--- src/rtl/night_rider_pkg.sv ---
// Shared types and constants for the night-rider LED sweep generator and monitor.
package night_rider_pkg;

  typedef enum logic [1:0] {
    IDLE    = 2'd0,
    ACQUIRE = 2'd1,
    TRACK   = 2'd2,
    FAULT   = 2'd3
  } state_t;

  localparam logic DIR_UP   = 1'b0;
  localparam logic DIR_DOWN = 1'b1;

  localparam int TIMEOUT_1S = 20000000;

  // Classification of the registered pattern against the last accepted one.
  typedef struct packed {
    logic chg;     // pattern differs from last accepted
    logic onehot;  // exactly one LED lit
    logic adj;     // lit index is POS+1 or POS-1
    logic down;    // lit index is POS-1
    logic rev;     // step direction differs from DIR
    logic at_end;  // POS sits on bit 0 or bit WIDTH-1
  } step_t;

endpackage

--- src/rtl/night_rider_monitor_onehot_decode.sv ---
// Combinational one-hot decoder: index of the set bit plus an exactly-one-set flag.
module onehot_decode #(
  parameter int WIDTH = 4
) (
  input  logic [WIDTH-1:0]         vec,
  output logic [$clog2(WIDTH)-1:0] index,
  output logic                     is_onehot
);

  localparam int IW = $clog2(WIDTH);

  logic [WIDTH-1:0][IW-1:0] terms;

  // Each set bit contributes its own index; for a one-hot vector the OR is exact.
  for (genvar i = 0; i < WIDTH; i++) begin : g_term
    assign terms[i] = vec[i] ? IW'(i) : '0;
  end

  always_comb begin
    index = '0;
    for (int i = 0; i < WIDTH; i++) index = index | terms[i];
  end

  assign is_onehot = (vec != '0) && ((vec & (vec - WIDTH'(1))) == '0);

endmodule

--- src/rtl/night_rider_monitor.sv ---
// Receive-side checker for the one-hot LED sweep: locks on, tracks position and
// direction, counts end bounces, and flags illegal patterns or a stalled sweep.
module night_rider_monitor
  import night_rider_pkg::*;
#(
  parameter int WIDTH   = 4,
  parameter int TIMEOUT = TIMEOUT_1S,
  parameter int CNT_W   = 16
) (
  input  logic                     CLK,
  input  logic                     RST,
  input  logic [WIDTH-1:0]         PATTERN,
  output logic [$clog2(WIDTH)-1:0] POS,
  output logic                     DIR,
  output logic                     VALID,
  output logic                     STEP,
  output logic [CNT_W-1:0]         BOUNCE_COUNT,
  output logic                     ERROR,
  output logic                     STALL
);

  localparam int IW = $clog2(WIDTH);
  localparam int SW = (TIMEOUT > 1) ? $clog2(TIMEOUT) : 1;
  localparam logic [IW:0]   ONE_E     = (IW+1)'(1);
  localparam logic [IW-1:0] LAST      = IW'(WIDTH - 1);
  localparam logic [SW-1:0] STALL_MAX = SW'(TIMEOUT - 1);

  state_t             state, state_n;
  logic [WIDTH-1:0]   pat_q, pat_prev;
  logic [IW-1:0]      idx;
  logic               onehot;
  logic [IW-1:0]      pos_q;
  logic               dir_q, step_q, stall_q;
  logic [CNT_W-1:0]   bounce_q;
  logic [SW-1:0]      stall_cnt;
  step_t              st;
  logic               new_dir;
  logic               acq, legal, bounce_inc;

  onehot_decode #(.WIDTH(WIDTH)) u_dec (
    .vec       (pat_q),
    .index     (idx),
    .is_onehot (onehot)
  );

  // Input register and last-accepted pattern.
  always_ff @(posedge CLK) begin
    if (RST) begin
      pat_q    <= '0;
      pat_prev <= '0;
    end else begin
      pat_q <= PATTERN;
      if (acq || legal) pat_prev <= pat_q;
    end
  end

  always_comb begin
    st.chg    = (pat_q != pat_prev);
    st.onehot = onehot;
    st.down   = ({1'b0, pos_q} == ({1'b0, idx} + ONE_E));
    st.adj    = st.down || ({1'b0, idx} == ({1'b0, pos_q} + ONE_E));
    new_dir   = st.down ? DIR_DOWN : DIR_UP;
    st.rev    = (new_dir != dir_q);
    st.at_end = (pos_q == '0) || (pos_q == LAST);
  end

  // FSM: state register.
  always_ff @(posedge CLK) begin
    if (RST) state <= IDLE;
    else     state <= state_n;
  end

  // FSM: next state and per-cycle events.
  always_comb begin
    state_n    = state;
    acq        = 1'b0;
    legal      = 1'b0;
    bounce_inc = 1'b0;
    case (state)
      IDLE: begin
        if (st.onehot) begin
          state_n = ACQUIRE;
          acq     = 1'b1;
        end
      end
      ACQUIRE: begin
        // No direction is known yet, so either neighbour is a valid first step.
        if (st.chg) begin
          if (st.onehot && st.adj) begin
            state_n = TRACK;
            legal   = 1'b1;
          end else begin
            state_n = FAULT;
          end
        end
      end
      TRACK: begin
        if (st.chg) begin
          if (st.onehot && st.adj && (!st.rev || st.at_end)) begin
            legal      = 1'b1;
            bounce_inc = st.rev;
          end else begin
            state_n = FAULT;
          end
        end
      end
      FAULT: state_n = FAULT;
    endcase
  end

  // FSM: state-decoded outputs.
  always_comb begin
    VALID = (state == TRACK);
    ERROR = (state == FAULT);
  end

  // Position, direction and step pulse; frozen outside legal events.
  always_ff @(posedge CLK) begin
    if (RST) begin
      pos_q  <= '0;
      dir_q  <= DIR_UP;
      step_q <= 1'b0;
    end else begin
      step_q <= legal;
      if (acq || legal) pos_q <= idx;
      if (legal)        dir_q <= new_dir;
    end
  end

  always_ff @(posedge CLK) begin
    if (RST)                                 bounce_q <= '0;
    else if (bounce_inc && bounce_q != '1)   bounce_q <= bounce_q + CNT_W'(1);
  end

  // Stall timer: only counts quiet TRACK cycles, holds once expired.
  always_ff @(posedge CLK) begin
    if (RST || legal || state_n != TRACK) begin
      stall_cnt <= '0;
      stall_q   <= 1'b0;
    end else if (stall_cnt == STALL_MAX) begin
      stall_q <= 1'b1;
    end else begin
      stall_cnt <= stall_cnt + SW'(1);
    end
  end

  assign POS          = pos_q;
  assign DIR          = dir_q;
  assign STEP         = step_q;
  assign BOUNCE_COUNT = bounce_q;
  assign STALL        = stall_q;

endmodule
--- config.mk ---
export PLATFORM = sky130hd
export DESIGN_NAME = night_rider_monitor
export DESIGN_NICKNAME = d
export VERILOG_FILES = /design/src/rtl/night_rider_pkg.sv /design/src/rtl/night_rider_monitor_onehot_decode.sv /design/src/rtl/night_rider_monitor.sv
export SDC_FILE = /design/constraint.sdc
export NUM_CORES = 1
export LEC_CHECK = 0
export CORE_MARGIN = 10
export CORE_UTILIZATION = 40
export CTS_CLUSTER_DIAMETER = 100
export DETAILED_ROUTE_END_ITERATION = 12
export HOLD_SLACK_MARGIN = 0.15
export PLACE_DENSITY_LB_ADDON = 0.2
export SETUP_SLACK_MARGIN = 0.02
export SYNTH_ARGS = -nofsm -noshare
export SYNTH_HDL_FRONTEND = slang
export SYNTH_SLANG_ARGS = --single-unit
--- constraint.sdc ---
create_clock -name CLK -period 6.75 [get_ports CLK]
set_input_delay 1.6875 -clock CLK [delete_from_list [all_inputs] [get_ports CLK]]
set_output_delay 1.6875 -clock CLK [all_outputs]
set_load 0.1 [all_outputs]
# After elaboration in Yosys (flattened, before gate mapping)
# Cells that the tools add are included.
[word_totals]
reg_bits = 56
latchBits = 0
mem_bits_rw = 0
romBits = 0
in_bits = 6
out_inout_bits = 23
elab_cells = 63
n_memories = 0
[op_classes]
add_sub_neg = 5
mul = 0
n_div = 0
n_lt_le_gt_ge = 0
eq_ne = 11
n_shift = 0
muxes = 20
bitwise = 3
reduce_logical = 15
[op_table]
columns = ["operator", "n"]
rows = [
  ["25-bit by 1-bit adder with 25-bit output, second input constant", 1],
  ["25-bit equality test, second input constant", 1],
  ["16-bit by 1-bit adder with 16-bit output, second input constant", 1],
  ["16-bit != test, second input constant", 1],
  ["1-bit two-way mux", 12],
  ["2-bit two-way mux", 6],
  ["2-bit one-hot mux with 4 select lines", 1],
  ["2-bit by 1-bit adder with 3-bit output, second input constant", 2],
  ["2-bit equality test, second input constant", 3],
  ["2-bit by 3-bit equality test with 1-bit output", 2],
  ["1-bit logical OR", 6],
  ["4-bit AND", 1],
  ["1-bit logical AND", 4],
  ["2-bit logical NOT", 2],
  ["4-bit logical NOT", 1],
  ["4-bit != test", 1],
  ["2-bit OR", 2],
  ["4-bit nonzero test", 1],
  ["4-bit by 1-bit subtractor with 4-bit output, second input constant", 1],
  ["2-bit by 1-bit equality test with 1-bit output, second input constant", 1],
  ["2-bit != test, second input constant", 1],
  ["1-bit one-hot mux with 2 select lines", 1],
  ["1-bit logical NOT", 1],
  ["1-bit != test", 1],
]

# Longest topological paths before layout
# Gate-level depths: netlist (run 1).
[logic_depth]
depth_word = 15
mapped_depth = 11
depth_no_buf = 8

# Modules after synthesis
# Synthesis (run 1) repeated with hierarchy kept, for this count alone.
[hier_totals]
cells_unflattened = 310
area_unflattened_um2 = 2832.7
[by_module_without_submodules]
columns = ["module", "n_inst", "cells_each", "area_each_um2", "seq_area_each_um2"]
rows = [
  ["night_rider_monitor", 1, 304, 2783.9, 1121.1],
  ["onehot_decode", 1, 6, 48.8, 0.0],
]

# Worst setup path after synthesis (run 1)
# No wires, ideal clock.
[synth_path]
path_type = "flip-flop to flip-flop"
startpoint = "register pos_q[0], in the netlist POS[0]"
endpoint = "register bounce_q[4], in the netlist BOUNCE_COUNT[4]"
setup_time_ps = 121
arrival_time_ps = 3436
required_ps = 6629
path_slack_ps = 3193
path_stages_with_launch = 10
n_path_buf = 2
synth_period_minus_slack_ps = 3557
path_cell_list = "dfxtp_1 -> ha_1 -> or4b_1 -> o31ai_1 -> a211oi_1 -> or4b_1 -> buf_2 -> buf_6 -> nor4b_2 -> mux2_2"
[synth_via]
elab_chain_len = 10
elab_cells_between_ends = 17
cone_classes = "add/sub: 1; eq/ne: 4; mux: 4; reduce/logical: 8"
[synth_lines]
columns = ["element", "line_no", "text"]
rows = [
  ["from (decl)", "night_rider_monitor.sv:32", "logic [IW-1:0] pos_q;"],
  ["from (signal assigned)", "night_rider_monitor.sv:125", "if (acq || legal) pos_q <= idx;"],
  ["branches (longest 6 deep; another with 2-bit by 1-bit adder with 3-bit output)", "-", ""],
  ["1-bit two-way mux (*)", "night_rider_monitor.sv:99", "if (st.onehot && st.adj && (!st.rev || st.at_end)) begin"],
  ["1-bit two-way mux (*)", "night_rider_monitor.sv:98", "if (st.chg) begin"],
  ["1-bit two-way mux (*)", "night_rider_monitor.sv:79", "case (state)"],
  ["1-bit logical AND (*)", "night_rider_monitor.sv:132", "else if (bounce_inc && bounce_q != '1) bounce_q <= bounce_q + CNT_W'(1);"],
  ["to (signal assigned)", "night_rider_monitor.sv:132", ""],
  ["to (decl)", "night_rider_monitor.sv:34", "logic [CNT_W-1:0] bounce_q;"],
]
# Mark *: on every way between the ends.
# A chain may end at the register's enable or synchronous reset.

# Worst setup path after layout (run 1)
[layout_path]
startpoint = "register state[0]"
endpoint = "output VALID"
[layout_via]
elab_chain_len = 1
[layout_lines]
columns = ["element", "line_no", "text"]
rows = [
  ["from (decl)", "night_rider_monitor.sv:28", "state_t state, state_n;"],
  ["from (signal assigned)", "night_rider_monitor.sv:70", "else state <= state_n;"],
  ["2-bit equality test", "night_rider_monitor.sv:113", "VALID = (state == TRACK);"],
  ["to (decl)", "night_rider_monitor.sv:15", "output logic VALID,"],
]
# No other way between the ends.

==> flow_metrics.tcl, run 1 <==
set metrics [dict create \
    synth_cell_types 50 \
    rr_endpoint "BOUNCE_COUNT[2]" \
    ios 29 \
    clock_latency_ns 0.31 \
    synth-seq-area-share_pct 37.47 \
    cap_violations 0 \
    period_minus_slack_ns 3.963 \
    yosysWarnings 0 \
    cp-start-kind "flop" \
    place_congestion 0.7912 \
    p_leak_nw 1.129 \
    hold_viol 0 \
    internal_power_w 0.0005077 \
    drc 0 \
    area_delta_synth_final_pct 13.30 \
    drv_slew 0 \
    endpoint_kind "primary output" \
    holdCritStartpoint "pat_prev[2]" \
    grt.overflow.total 0 \
    timing.rr.start "POS[0]" \
    synthesis.area_um2 2992 \
    critical_path_arrival_ns 2.28 \
    seq_power_share_pct 44.1 \
    critical_path_class "flop to primary output" \
    rsz0062_at_grt "no" \
    antenna_found_initial 0 \
    port-buffer-count 28 \
    clk_path_buf_depth 2 \
    hpwl_um 4237 \
    min_to "pat_prev[2]" \
    syn_inst 340 \
    setup_violations 0 \
    cts_inserted_buffers 5 \
    status "completed" \
    worst-path-buf-inv 2 \
    cts_tree "done" \
    power.density_nw_per_um2 247.7 \
    peakVddDrop_mv 0.1018 \
    worst-path-stages 3 \
    die_h_um 106.5 \
    crit_path_max_fanout 7 \
    ys_seq_elements 56 \
    crit_path_top_delay_cell "clkdlybuf4s50_1" \
    clock_skew_ns 0.004526 \
    crit_start "state[0]" \
    drive_gt1_share_pct 7.821 \
    postPlaceCellArea_um2 3302 \
    initial_core_util_pct 41.25 \
    postCtsSetupBuffers 0 \
    die-area_um2 11340 \
    cts.sinks 56 \
    drtPass1Iterations 5 \
    avgRoutedWirePerCell_um 13.48 \
    final_nets 372 \
    grt_pass1_vias 2346 \
    fmax_ghz 0.2524 \
    cts.repair.resized 0 \
    tightest_slew_ns 0.9805 \
    final_area_um2 3390 \
    comb_power_share_pct 33.8 \
    fin_crit_sh_pct 58.71 \
    placementRows 31 \
    relSlewSlack_pct 34.43 \
    viasPerCell 5.304 \
    clk_pin_slew_ns 0.10 \
    swShare_pct 39.52 \
    crit_chain "inv_1 > ha_1 > clkdlybuf4s50_1" \
    chipWidth_um 106.5 \
    syn_nets 355 \
    cts_root_buf "clkbuf_8" \
    grt_pass1_wl_um 11100 \
    clkPwrFrac_pct 22.1 \
    ant_nets 0 \
    routed_wl_um 6159 \
    r2r_cells 7 \
    r2r_slack_ns 3.08 \
    core-area_um2 7253 \
    cp.required_ns 5.06 \
    cp_top_family "buffers and inverters" \
    grt_max_degree 32 \
    first_iter_violations 146 \
    hold_depth 2 \
    tns_ns 0 \
    cpPeakStageDelay_ns 1.18 \
    synth.avg_cell_area_um2 8.799 \
    p_switching_w 0.0003318 \
    grt.total_usage_pct 11.44 \
    htree_num_levels 2 \
    min_path_type "flop to flop" \
    diodes 0 \
    hold_buffers 0 \
    vias 2424 \
]
## cells by family (layout without fill, tap and decap cells)
logic type | Yosys count | in the layout | share of synthesized area (%)
buffers and inverters | 29 | 47 | 4.643
AND/OR/NAND/NOR | 163 | 163 | 31.83
multiplexers | 14 | 14 | 4.977
flip-flops | 56 | 56 | 37.47
XOR/XNOR | 29 | 29 | 8.490
adder cells (fa/ha/maj) | 9 | 9 | 3.764
AO/OA/AOI/OAI | 40 | 40 | 8.825
## worst max-delay path by stage
stage | end | slack [ns]
3_5_place_dp | stall_cnt[6] | 2.77
2_1_floorplan | BOUNCE_COUNT[4] | 3.19
6_report | VALID | 2.79
3_3_place_gp | stall_cnt[6] | 2.81
4_1_cts | VALID | 2.76
5_1_grt | VALID | 2.67
## cells in the mapped netlist (all sizes together)
cell	instances	area share [%]
nand4b	1	0.29
o41ai	1	0.29
and2	2	0.42
clkbuf	10	1.3
a211oi	3	0.75
nand3	14	2.3
a311oi	3	0.88
and4	5	1.5
and3	6	1.3
o311ai	1	0.29
nor3	7	1.3
or4b	6	2.0
nor2	46	5.8
inv	10	1.3
o21bai	1	0.25
nor3b	1	0.25
nor2b	12	2.5
xor2	18	5.3
ha	9	3.8
mux2	7	2.6
o21ai	5	0.84
mux2i	7	2.3
or3	6	1.3
nand4	12	2.7
o221a	1	0.38
a21o	1	0.25
buf	9	2.1
a21oi	13	2.2
nor4b	6	2.0
a31oi	2	0.42
nor4	9	3.0
xnor2	11	3.2
dfxtp	56	37
a21boi	1	0.25
nand2	17	2.1
or2	3	0.63
o21a	2	0.50
o31a	1	0.29
nand3b	1	0.25
nand2b	1	0.21
or4	8	2.0
o31ai	5	1.3
## through the flow
stage	power (W)	hold slack (ns)	instances	worst slack [ns]	util, %
CTS	0.0008532	0.4837	457	2.758	46.73
floorplan	0.0006073	0.4465	340	3.193	-
global placement	0.0006613	0.4588	449	2.808	45.52
detailed placement	0.0006638	0.4612	449	2.766	45.52
finish	0.0008395	0.4788	457	2.787	46.73
global route	0.0008991	0.5156	457	2.669	46.73
## sequential cells by signal (all words and copies together), names as in the netlist
register and cells:
DIR 1, state 2, pat_q 4, STEP 1, STALL 1, POS 2, stall_cnt 25, BOUNCE_COUNT 16
pat_prev 4
## cells in the final DEF (no fill, tap or decap), types with 7 or more instances in the layout
master	synthesis	layout
nand2_1	17	17
nor2_1	46	46
mux2i_1	7	7
xor2_1	18	18
a21oi_1	13	13
xnor2_1	11	11
nand4_1	11	11
inv_1	10	10
clkdlybuf4s50_1	0	28
dfxtp_1	56	56
or4_1	8	8
nor2b_1	12	12
ha_1	9	9
nand3_1	14	14
## tightest hold or removal path: stages (launching register included)
cell,delay [ns]
dfxtp_1,0.33
nand2_1,0.06
mux2i_1,0.05
## power groups by stage
stage / logic, W / clock network, W / registers [W]
after floorplan: 0.000201 / 0 / 0.000407
after global placement: 0.000284 / 0 / 0.000377
after detailed placement: 0.000286 / 0 / 0.000378
after CTS: 0.000288 / 0.000195 / 0.000370
after global routing: 0.000317 / 0.000207 / 0.000374
final: 0.000283 / 0.000186 / 0.000370
## layout make-up
class / instances / area [um2]
clock buffer: 5 / 68.82
clock inverter: 3 / 18.77
fill: 737 / 3864
inverter: 10 / 37.54
multi-input combinational: 255 / 1732
sequential: 56 / 1121
tap: 99 / 123.9
timing repair buffer: 29 / 287.8
## metal layers
metal	vias to the layer above	global-route usage [%]	part of all wire, %
met5	-	0	0
met4	0	3.772	1.3
met3	7	3.442	5.1
met2	28	17.76	43
met1	1134	14.79	50
li1	1255	-	-
No activity file was read; power rests on OpenSTA's default activity.
==> inputs of run 2 (changes only) <==
==> constraint.sdc (replaced) <==
create_clock -name CLK -period 4 [get_ports CLK]
set_input_delay 1 -clock CLK [delete_from_list [all_inputs] [get_ports CLK]]
set_output_delay 1 -clock CLK [all_outputs]
set_load 0.1 [all_outputs]
==> run 2 against run 1 <==
- critical path depth increased by 5
- total power increased by 70%
- cell count increased by 0.22%
- global-route usage decreased by 0.23 points
- combinational power increased by 70%
- register-to-register slack got worse by 2.6 ns
- worst hold slack got worse by 0.0023 ns
- critical path type is now flop to flop
- critical endpoint is now BOUNCE_COUNT[8]
- highest routed layer unchanged
==> flow_metrics.tcl, run 2 (same netlist as run 1, synthesis figures left out) <==
set metrics [dict create \
    cts_root_buf "clkbuf_8" \
    grt.total_usage_pct 11.21 \
    drv_slew 0 \
    drtPass1Iterations 4 \
    clk_path_buf_depth 2 \
    clkPwrFrac_pct 22.5 \
    grt_pass1_vias 2310 \
    rsz0062_at_grt "no" \
    rr_endpoint "BOUNCE_COUNT[8]" \
    place_congestion 0.7774 \
    hold_depth 2 \
    holdCritStartpoint "pat_prev[2]" \
    grt_pass1_wl_um 10840 \
    die_h_um 106.5 \
    seq_power_share_pct 43.7 \
    period_minus_slack_ns 3.476 \
    layout_commonest_cell "dfxtp_1" \
    relSlewSlack_pct 34.37 \
    total_power_w 0.001425 \
    cts.sinks 56 \
    regMostFlops "stall_cnt" \
    hold_buffers 0 \
    final_nets 373 \
    clk_pin_slew_ns 0.10 \
    hpwl_um 4336 \
    routed_wl_um 6207 \
    largest_reg_flops 25 \
    placementRows 31 \
    status "completed" \
    critical_path_arrival_ns 3.68 \
    r2r_slack_ns 0.52 \
    cp-start-kind "flop" \
    r2r_cells 8 \
    chipWidth_um 106.5 \
    endpoint_kind "flop" \
    cts.repair.resized 0 \
    tns_ns 0 \
    viasPerCell 5.275 \
    cap_violations 0 \
    p_leak_nw 1.132 \
    clock_skew_ns 0.006411 \
    timing.rr.start "pat_q[1]" \
    min_path_type "flop to flop" \
    peakVddDrop_mv 0.1394 \
    hold_viol 0 \
    critical_path_class "flop to flop" \
    setup_violations 0 \
    cts_inserted_buffers 5 \
    vias 2416 \
    tightest_slew_ns 0.9814 \
    core-area_um2 7253 \
    antenna_found_initial 0 \
    initial_core_util_pct 41.25 \
    postCtsSetupBuffers 0 \
    ios 29 \
    diodes 0 \
    swShare_pct 38.39 \
    drive_gt1_share_pct 8.078 \
    area_delta_synth_final_pct 13.68 \
    avgRoutedWirePerCell_um 13.55 \
    min_to "pat_prev[2]" \
    internal_power_w 0.0008781 \
    comb_power_share_pct 33.8 \
    final_cell_mix "56 x dfxtp_1, 46 x nor2_1, 27 x clkdlybuf4s50_1, 18 x xor2_1, 17 x nand2_1" \
    first_iter_violations 113 \
    grt_max_degree 31 \
    fmax_ghz 0.2877 \
    port-buffer-count 28 \
    cp.required_ns 4.20 \
    ant_nets 0 \
    grt.overflow.total 0 \
    fin_crit_sh_pct 86.89 \
    clock_latency_ns 0.30 \
    cts_tree "done" \
    p_switching_w 0.0005470 \
    crit_path_max_fanout 25 \
    die-area_um2 11340 \
    htree_num_levels 2 \
    drc 0 \
    power.density_nw_per_um2 419.1 \
]
[run 2: how the worst max path moves through the flow]
stage	start	cells past startpoint	endpoint	slack (ns)
5_1_grt	pat_q[3]	8	BOUNCE_COUNT[3]	0.27
6_report	pat_q[1]	8	BOUNCE_COUNT[8]	0.52
3_3_place_gp	pat_q[1]	8	BOUNCE_COUNT[2]	0.61
2_1_floorplan	POS[0]	9	BOUNCE_COUNT[4]	0.44
4_1_cts	pat_q[1]	8	BOUNCE_COUNT[2]	0.52
3_5_place_dp	pat_q[3]	8	BOUNCE_COUNT[2]	0.55
[run 2: cell type report]
cell class	count	area, um2
clock buffer	7	86.33
clock inverter	1	7.507
fill	728	3852
inverter	10	37.54
multi-input combinational	255	1732
sequential	56	1121
tap	99	123.9
timing repair buffer	30	292.8
[run 2: stage by stage]
stage          std cells  setup slack [ns]  instance area (um2)  utilization (%)  hold slack (ns)
6_report             458            0.5243                 3401            46.89           0.4765
3_5_place_dp         450            0.5529                 3307            45.59           0.4651
2_1_floorplan        340            0.4431                 2992                -           0.4465
5_1_grt              458            0.2669                 3401            46.89           0.5127
4_1_cts              458            0.5199                 3401            46.89           0.4798
3_3_place_gp         450            0.6082                 3307            45.59           0.4554
[run 2: power by group through the flow]
stage,Sequential [W],Combinational [W],Clock [W]
detailed placement,0.000637,0.000485,0
CTS,0.000624,0.000486,0.000335
finish,0.000623,0.000481,0.000321
global route,0.000629,0.000529,0.000354
floorplan,0.000686,0.000339,0
global placement,0.000635,0.000484,0
[run 2: layer usage]
metal,global-route usage (%),vias to the layer above,share of wire (%)
li1,-,1245,-
met4,3.385,0,0.85
met5,0,-,0
met3,3.623,4,5.7
met1,14.49,1123,50
met2,17.36,44,44
[run 2: worst max-delay path, stage by stage (launching register included)]
cell and delay [ns]:
dfxtp_1 0.42, or2_2 0.35, ha_1 0.31, xor2_1 0.17
nor4_4 0.26, a211oi_1 0.13, or4b_1 0.93, nor4_1 0.44
mux2_2 0.37
==> inputs of run 3 (changes only) <==
--- a/config.mk
+++ b/config.mk
@@ -6,7 +6,7 @@
 export NUM_CORES = 1
 export LEC_CHECK = 0
 export CORE_MARGIN = 10
-export CORE_UTILIZATION = 40
+export CORE_UTILIZATION = 55
 export CTS_CLUSTER_DIAMETER = 100
 export DETAILED_ROUTE_END_ITERATION = 12
 export HOLD_SLACK_MARGIN = 0.15
==> run 3 against run 2 <==
- cell count fell by 6.3%
- worst hold slack gained 0.0027 ns
- combinational power about the same
- register-to-register slack gained 0.02 ns
- global-route usage increased by 2.7 points
- count of clock-buffer cells in the layout shrank 2
- non-clock buffer count did not move
- first-iteration DRC count increased by 24%
- clock skew decreased by 0.0018 ns
- flip-flop and latch count is the same
- largest cell class unchanged
==> flow_metrics.tcl, run 3 (same netlist as run 1, synthesis figures left out) <==
set metrics [dict create \
    cp-start-kind "flop" \
    chipWidth_um 93.75 \
    clk_path_buf_depth 2 \
    setup_violations 0 \
    grt_use_met3_pct 3.677 \
    internal_power_w 0.0008668 \
    r2r_slack_ns 0.55 \
    initial_core_util_pct 57.48 \
    min_to "pat_prev[3]" \
    p_switching_w 0.0005622 \
    drc 0 \
    area_delta_synth_final_pct 12.55 \
    vias 2465 \
    busiest_layer "met2" \
    ant_nets 0 \
    cts.repair.resized 0 \
    antenna_found_initial 0 \
    place_congestion 0.8311 \
    ios 29 \
    final_cell_mix "56 x dfxtp_1, 46 x nor2_1, 27 x clkdlybuf4s50_1, 18 x xor2_1, 17 x nand2_1" \
    grt_max_degree 31 \
    fin_crit_sh_pct 86.29 \
    hpwl_um 4207 \
    hold_viol 0 \
    first_iter_violations 140 \
    cp.required_ns 4.22 \
    placementRows 26 \
    crit_chain "or2_2 > ha_1 > xor2_1 > nor4_4 > a211oi_1 > or4b_1 > nor4b_1 > mux2_2" \
    port-buffer-count 28 \
    fmax_ghz 0.2897 \
    swShare_pct 39.34 \
    status "completed" \
    rsz0062_at_grt "no" \
    drtPass1Iterations 4 \
    drive_gt1_share_pct 8.357 \
    clk_pin_slew_ns 0.10 \
    htree_num_levels 2 \
    power.density_nw_per_um2 424.4 \
    cts_tree "done" \
    critical_path_class "flop to flop" \
    endpoint_kind "flop" \
    die_h_um 93.75 \
    seq_power_share_pct 43.5 \
    grt.overflow.total 0 \
    use_met2_pct 22.41 \
    clock_latency_ns 0.32 \
    holdCritStartpoint "pat_prev[3]" \
    use_met1_pct 17.24 \
    diodes 0 \
    hold_depth 2 \
    clkPwrFrac_pct 22.7 \
    cap_violations 0 \
    cts.sinks 56 \
    layout_commonest_cell "dfxtp_1" \
    critical_path_arrival_ns 3.67 \
    relSlewSlack_pct 34.51 \
    clock_skew_ns 0.004602 \
    avgRoutedWirePerCell_um 13.58 \
    regMostFlops "stall_cnt" \
    crit_path_top_delay_cell "or4b_1" \
    timing.rr.start "pat_q[1]" \
    postCtsSetupBuffers 0 \
    tightest_slew_ns 0.9793 \
    min_path_type "flop to flop" \
    cts_root_buf "clkbuf_8" \
    drv_slew 0 \
    grt.total_usage_pct 13.87 \
    rr_endpoint "BOUNCE_COUNT[2]" \
    die-area_um2 8789 \
    core-area_um2 5205 \
    grt_pass1_wl_um 10270 \
    cts_inserted_buffers 5 \
    cpPeakStageDelay_ns 0.91 \
    grt_pass1_vias 2312 \
    crit_path_max_fanout 25 \
    fin_hold_ws_ns 0.4792 \
    peakVddDrop_mv 0.4156 \
    routed_wl_um 5826 \
    comb_power_share_pct 33.7 \
    r2r_cells 8 \
    tns_ns 0 \
    largest_reg_flops 25 \
    viasPerCell 5.746 \
    period_minus_slack_ns 3.452 \
    hold_buffers 0 \
    p_leak_nw 1.134 \
    final_nets 373 \
]
==> run 3: cell types whose count changed in the layout (fill, tap and decap cells not counted), sizes merged <==
cell    delta
inv        +1
clkbuf     -2
clkinv     +1
==> run 3: worst max-delay path by stage <==
stage               startpoint              end  slack, ns  cells past startpoint
detailed placement    pat_q[1]  BOUNCE_COUNT[2]       0.54                      8
global route          pat_q[1]  BOUNCE_COUNT[2]       0.24                      8
floorplan               POS[0]  BOUNCE_COUNT[4]       0.44                      9
global placement      pat_q[1]  BOUNCE_COUNT[2]       0.64                      8
finish                pat_q[1]  BOUNCE_COUNT[2]       0.55                      8
CTS                   pat_q[1]  BOUNCE_COUNT[2]       0.52                      8
==> run 3: layout make-up <==
cell class | instances | area, um2
fill | 448 | 1838
multi-input combinational | 255 | 1732
sequential | 56 | 1121
timing repair buffer | 30 | 292.8
tap | 70 | 87.58
clock buffer | 5 | 68.82
inverter | 10 | 37.54
clock inverter | 3 | 27.53
==> run 3: power groups by stage <==
stage / Sequential (W) / Clock, W / Combinational (W)
after global routing: 0.000628 / 0.000356 / 0.000530
after global placement: 0.000633 / 0 / 0.000476
after detailed placement: 0.000635 / 0 / 0.000483
final: 0.000622 / 0.000325 / 0.000482
after floorplan: 0.000686 / 0 / 0.000339
after CTS: 0.000622 / 0.000337 / 0.000485
==> run 3: metrics by stage <==
stage | total power [W] | cell area (um2) | std cells | setup slack [ns] | util (%)
2_1_floorplan | 0.001025 | 2992 | 340 | 0.4431 | -
3_3_place_gp | 0.001109 | 3271 | 421 | 0.6353 | 62.84
3_5_place_dp | 0.001118 | 3271 | 421 | 0.5394 | 62.84
4_1_cts | 0.001444 | 3367 | 429 | 0.5196 | 64.69
5_1_grt | 0.001514 | 3367 | 429 | 0.2382 | 64.69
6_report | 0.001429 | 3367 | 429 | 0.5485 | 64.69
==> run 3: per-layer routing <==
metal  wire length, um  up-vias  part of all wire (%)
met1              2762     1160                    47
met2              2674       47                    46
met4                73        0                   1.3
met5                 0        -                     0
met3               315        6                   5.4
li1                  -     1252                     -
==> run 3: worst max-delay path, delay by kind of cell, from the launching register on <==
| kind | cells | cell delay (ns) |
|---|---|---|
| AND/OR/NAND/NOR | 4 | 1.96 |
| XOR/XNOR | 1 | 0.17 |
| adder cells (fa/ha/maj) | 1 | 0.31 |
| flip-flops | 1 | 0.41 |
| AO/OA/AOI/OAI | 1 | 0.13 |
| multiplexers | 1 | 0.37 |
